==> config.mk <==
export PLATFORM = sky130hd
export DESIGN_NAME = switch_event_capture
export DESIGN_NICKNAME = d
export VERILOG_FILES = /design/src/rtl/switch_event_capture.sv
export SDC_FILE = /design/constraint.sdc
export NUM_CORES = 1
export LEC_CHECK = 0
export ABC_AREA = 1
export CORE_ASPECT_RATIO = 0.75
export CORE_MARGIN = 8
export CORE_UTILIZATION = 39
export DETAILED_ROUTE_END_ITERATION = 8
export HOLD_SLACK_MARGIN = 0.1
export PLACE_DENSITY = 0.64
export SLEW_MARGIN = 20
export SYNTH_ARGS = -nofsm -noshare
export SYNTH_HDL_FRONTEND = slang
export SYNTH_SLANG_ARGS = --single-unit
==> constraint.sdc <==
create_clock -name clk -period 3.3 [get_ports clk]
set_clock_uncertainty 0.2 [all_clocks]
set_input_delay 0.495 -clock clk [delete_from_list [all_inputs] [get_ports clk]]
set_output_delay 0.495 -clock clk [all_outputs]
set_load 0.01 [all_outputs]
==> src/rtl/switch_event_capture.sv <==
// switch_event_capture: synchronizes and debounces board switches, publishes the stable
// value and raises stable-value changes as events on a valid/ack handshake.
// Define SWITCH_DEBOUNCE_EN to build the per-bit debounce counters; otherwise stable follows sync2.
module switch_event_capture #(
  parameter int SWITCH_NUM      = 16,
  parameter int DEBOUNCE_CYCLES = 1000000,
  parameter int CNT_WIDTH       = 20
) (
  input  logic                  clk,
  input  logic                  resetNeg,
  input  logic [SWITCH_NUM-1:0] switches,
  output logic [SWITCH_NUM-1:0] swStable,
  output logic                  eventValid,
  output logic [SWITCH_NUM-1:0] eventData,
  output logic [SWITCH_NUM-1:0] eventMask,
  output logic                  eventOverrun,
  input  logic                  eventAck
);

  typedef enum logic {IDLE, PENDING} state_t;

  state_t                state, state_next;
  logic [SWITCH_NUM-1:0] sync1, sync2;
  logic [SWITCH_NUM-1:0] upd;
  logic [SWITCH_NUM-1:0] stable_next, data_next, mask_next;
  logic                  overrun_next;

  // Elaboration-time guard: an illegal counter configuration yields this empty marker scope.
  if (DEBOUNCE_CYCLES < 1 ||
      (longint'(DEBOUNCE_CYCLES) - 1) >= (longint'(1) << CNT_WIDTH)) begin : g_bad_debounce_cfg
  end

  assign stable_next = swStable ^ upd;

  always_ff @(posedge clk or negedge resetNeg) begin
    if (!resetNeg) begin
      sync1    <= '0;
      sync2    <= '0;
      swStable <= '0;
    end else begin
      sync1    <= switches;
      sync2    <= sync1;
      swStable <= stable_next;
    end
  end

`ifdef SWITCH_DEBOUNCE_EN
  localparam logic [CNT_WIDTH-1:0] CNT_LAST = CNT_WIDTH'(DEBOUNCE_CYCLES - 1);

  logic [CNT_WIDTH-1:0] cnt [SWITCH_NUM];

  always_comb begin
    upd = '0;
    for (int unsigned i = 0; i < SWITCH_NUM; i++) begin
      upd[i] = (sync2[i] != swStable[i]) && (cnt[i] == CNT_LAST);
    end
  end

  // A counter restarts whenever its bit agrees with swStable, so short glitches never qualify.
  always_ff @(posedge clk or negedge resetNeg) begin
    if (!resetNeg) begin
      for (int unsigned i = 0; i < SWITCH_NUM; i++) begin
        cnt[i] <= '0;
      end
    end else begin
      for (int unsigned i = 0; i < SWITCH_NUM; i++) begin
        if (sync2[i] == swStable[i] || upd[i]) begin
          cnt[i] <= '0;
        end else begin
          cnt[i] <= cnt[i] + CNT_WIDTH'(1);
        end
      end
    end
  end
`else
  always_comb begin
    upd = sync2 ^ swStable;
  end
`endif

  always_ff @(posedge clk or negedge resetNeg) begin
    if (!resetNeg) begin
      state        <= IDLE;
      eventData    <= '0;
      eventMask    <= '0;
      eventOverrun <= 1'b0;
    end else begin
      state        <= state_next;
      eventData    <= data_next;
      eventMask    <= mask_next;
      eventOverrun <= overrun_next;
    end
  end

  always_comb begin
    state_next   = state;
    data_next    = eventData;
    mask_next    = eventMask;
    overrun_next = eventOverrun;
    eventValid   = 1'b0;
    unique case (state)
      IDLE: begin
        if (|upd) begin
          data_next    = stable_next;
          mask_next    = upd;
          overrun_next = 1'b0;
          state_next   = PENDING;
        end
      end
      PENDING: begin
        eventValid = 1'b1;
        // An ack coinciding with a new change retires the old event and opens a fresh one.
        if (eventAck) begin
          overrun_next = 1'b0;
          if (|upd) begin
            data_next = stable_next;
            mask_next = upd;
          end else begin
            state_next = IDLE;
          end
        end else if (|upd) begin
          data_next    = stable_next;
          mask_next    = eventMask | upd;
          overrun_next = 1'b1;
        end
      end
      default: state_next = IDLE;
    endcase
  end

endmodule
Word-level counts from Yosys, hierarchy flattened

Index checks and enable logic that the tools add are counted.

Register bits: 82
Output and inout bits: 50

Bitwise logic cells: 4
Equal/unequal tests: 2
Reductions and logical operators: 2
Multiplexer cells: 13

Operators with widths:

| kind                                                                    | number |
|---|---|
| 16-bit 2-to-1 mux                                                       | 4 |
| 16-bit case mux with 2 select lines                                     | 1 |
| 16-bit XOR                                                              | 2 |
| 16-bit bitwise OR                                                       | 1 |
| 16-bit OR reduction                                                     | 1 |
| 1-bit 2-to-1 mux                                                        | 6 |
| 1-bit case mux with 2 select lines                                      | 2 |
| 3-bit by 2-bit inequality test with 1-bit output, second input constant | 1 |
| 2-bit inequality test, second input constant                            | 1 |
| 2-bit AND reduction                                                     | 1 |
| 1-bit inverter                                                          | 1 |

Logic depth before layout (Yosys ltp)

Depth after elaboration: 5
Depth in mapped cells: 11
Mapped depth without buffers: 10

Least setup slack after synthesis

Ideal clock, no wire load.

Kind: flip-flop to flip-flop
From: register swStable[0]
To: register eventData[10]
Cell stages (with the launch flop): 10
Period minus slack after synthesis: 1.620 ns
Slack: 1.680 ns
Arrival time: 1.304 ns
Buffers on the path: 1
Path through: dfrtp_1 nor2_1 nor2_1 nor2_1 nand2_1 nor2_4 nand2_4 buf_2 nand2_1 nand2_1

Longest elaborated chain between the ends: 2

Ends and longest elaborated chain:

| item                   | line          | source |
|---|---|---|
| start, declared        | 12            | `output logic [SWITCH_NUM-1:0] swStable,` |
| start signal, assigned | 43            | `swStable <= stable_next;` |
| 16-bit XOR             | 77            | `upd = sync2 ^ swStable;` |
| 16-bit OR reduction    | 103, 115, 121 |  |
| end signal, assigned   | 89            | `eventData <= data_next;` |
| end, declared          | 14            | `output logic [SWITCH_NUM-1:0] eventData,` |

No other way between the ends.
A chain may end at the register's enable or synchronous reset.

Worst setup path in the final report

From: register sync2[9]
To: register eventMask[11]

Longest elaborated chain between the ends: 5
Elaborated cells between the ends (all ways): 6
Classes of those cells: eq/ne (1); mux (3); bitwise (1); reduce/logical (1)

Ends and longest elaborated chain:

| item                                | line          | source |
|---|---|---|
| start, declared                     | 23            | `logic [SWITCH_NUM-1:0] sync1, sync2;` |
| start signal, assigned              | 42            | `sync2 <= sync1;` |
| 16-bit XOR (*)                      | 77            |  |
| 16-bit OR reduction (*)             | 103, 115, 121 |  |
| 16-bit 2-to-1 mux (2 in a row)      | n/a           |  |
| 16-bit case mux with 2 select lines | n/a           |  |
| end signal, assigned                | 90            | `eventMask <= mask_next;` |
| end, declared                       | 15            | `output logic [SWITCH_NUM-1:0] eventMask,` |

Mark *: on every way between the ends. The rest lies on a longest branch, timed or not.

==> impl_results.md <==
- Outcome: finished clean
- Overall power: between 2 and 2.5 mW
- Vias in the first global route: between 1.5k and 2k
- Placed Instances: 450
- First-pass GRT wire length: 9.72 mm
- Min Tclk post-route: between 2 and 2.5 ns
- Final setup vio count: 0
- DRC: 0
- CP Class: flop to flop
- Grt ovf: 0
- CTS clk-pin slew, worst paths: about 0.08 ns
- Setup TNS: 0 ns
- Root Driver: clkbuf_8
- Final Net Count: 380
- Main synth FF type: dfrtp_1
- DR vias: between 1.5k and 2k
- Hold WC Path Type: flop to flop
- Die area: between 10000 and 15000 sq um
- HP Start: sync1[6]
- Ant. Diodes: 0
- Row cnt: 27
- Max_cap viols: 0
- Avg Vias per Cell: 4.16
- Register area: 2050 sq um
- Pre-CTS setup slack: approximately 1.2 ns
- CP required: ~3.4 ns
- Detail Route Antenna Nets: 0
- I/O Buffers: 68
- CP startpoint: sync2[9]
- Width of the die: ~120 um
- Core ar.: 7330 sq um
- WL final: around 6.0 mm
- Post-synth EDFFs: 0
- Max_slew headroom: 0.517
- Final Hold Fails: 0
- Total global-route track usage: 0.121
- CTS tree: built
- Area share of the largest cell type after synthesis: 0.698
- Syn Area/Cell: ~9.8 sq um
- Worst reg-to-reg path cell count: 10
- TritonRoute pass-1 iters: 5
- Fin Hold WS: between 0.1 and 0.15 ns
- Peak VDD IR: between 0.2 and 0.25 mV
- Top Ports: 69
- CP arrival: 2.20 ns
- Area grow syn2layout: 34.0%
- Seq cells post-synth: 82
- Top post-synthesis cells by area: dfrtp_1 (70%), nand2_1 (15%), inv_1 (6.3%)
- Count of cell types in the netlist: 10
- DR iter-0 viols: 95
- Detailed Place HPWL: ~4.2 mm
- CP Capture Type: flop
- Mapped Area: between 2000 and 3000 sq um
- Max-slew violation count: 0
- Critical-path maximum fanout: 19
- RSZ-0062 raised after global routing: no
- Starting Density: 0.401
- WL per Instance: between 10 and 15 um
- Lkg Pwr: between 2 and 2.5 nW
- Post-route non-filler standard cell count: roughly 470
- Placer Congestion: about 0.76
- Fmax: 474 MHz
- Part of the cycle the worst path needs: 0.639
- Multi-input logic area: a little over 600 sq um
- H-tree depth: 3
- Cts hold-fix bufs: 0
- CP startpoint kind: flop
- Post-route setup slack: roughly 1.2 ns
- Top-count cell post-synth: nand2_1
- Reg2Reg Launch Point: sync2[9]
- Post-synth top area cell: dfrtp_1
- CTS resizes: 0
- Clock buffer count from CTS: 9
- Post-CTS Setup Repair Bufs: 0
- Clk sinks: 82
- Die span in y: between 90 and 100 um
- Worst Hold Path Cells: 0
- Worst-Margin Slew: 0.724 ns
- Fillers: between 600 and 700
- FFs w/ async S/R, synth: 1.00
- Post-synthesis net count: 320
- Largest net degree at the start of global routing: 83
- Top post-synthesis cells by count: nand2_1 (118), dfrtp_1 (82), inv_1 (49)
- Syn. warnings: 0
- P per Cell Area: roughly 570 nW/um^2
- Clock Tree Buf Depth: 2
- Share of cells above drive strength 1: 0.0546
- Post-synthesis cell count: ~300
- Seq/Total Area, Yosys: 0.698
- Clk Latency, worst-skew pair: around 0.35 ns
- Initial antenna violation count: 0
-- registers in the layout (all words and copies together), names as in the netlist --
signal / cells
eventData: 16
eventMask: 16
eventOverrun: 1
state: 1
swStable: 16
sync1: 16
sync2: 16
-- cells by family (layout without fill, tap and decap cells) --
logic type / after synthesis / count (layout) / synth area share
flops: 82 / 82 / 0.698
simple gates: 150 / 150 / 0.210
buf+inv: 69 / 134 / 0.0920
-- final timing paths --
kind	end	slack, ns
max	eventMask[11]	1.19
min	sync2[6]	0.15
max reg2reg	eventMask[11]	1.19
min reg2reg	sync2[6]	0.15
max in group asynchronous	sync1[6]	1.85
min in group asynchronous	eventMask[14]	0.54
-- critical path, cell delays in order, from the launching register on --
cell and delay [ns]:
dfrtp_1 0.40, inv_1 0.06, nand2_1 0.06, nand2_1 0.08, nor2_1 0.10, nand2_1 0.09, nor2_4 0.41, nand2_4 0.24
nand2_4 0.25, nand2_1 0.08, nand2_1 0.07
-- layer usage --
metal,vias up,GRT usage,part of all wire
met5,-,0,0
met1,892,0.142,0.45
met3,7,0.0608,0.10
met4,0,0.0474,0.010
li1,985,-,-
met2,58,0.184,0.44
-- metrics by stage --
stage,utilization,instance area [sq um]
6_report,0.537,3940
4_1_cts,0.535,3920
2_1_floorplan,-,2940
3_3_place_gp,0.499,3660
3_5_place_dp,0.499,3660
5_1_grt,0.537,3940
-- power breakdown --
part,internal [mW],leakage [nW],switching (mW)
registers,1.06,0.943,0.0394
clock network,0.599,0.134,0.337
logic,0.110,0.948,0.103
total,1.77,2.02,0.479
-- area by class of cell --
class                           count  area share
Clock buffer                       11      0.0359
Timing Repair Buffer               69       0.176
Clock inverter                      5      0.0318
Inverter                           49      0.0467
Multi-Input combinational cell    150       0.156
Sequential cell                    82       0.521
Tap cell                          101      0.0321
-- cells in the final DEF, fill, tap and decap left out --
cell and instances:
nand2_1 118, dfrtp_1 82, clkdlybuf4s50_1 67, inv_1 49, nand3_1 18, nor2_1 10
clkbuf_8 10, bufinv_16 4, nor2_4 2, nand2_4 2, clkinv_2 1, clkbuf_1 1
dlygate4sd3_1 1, buf_6 1
Power figures use the tool's default switching activity.
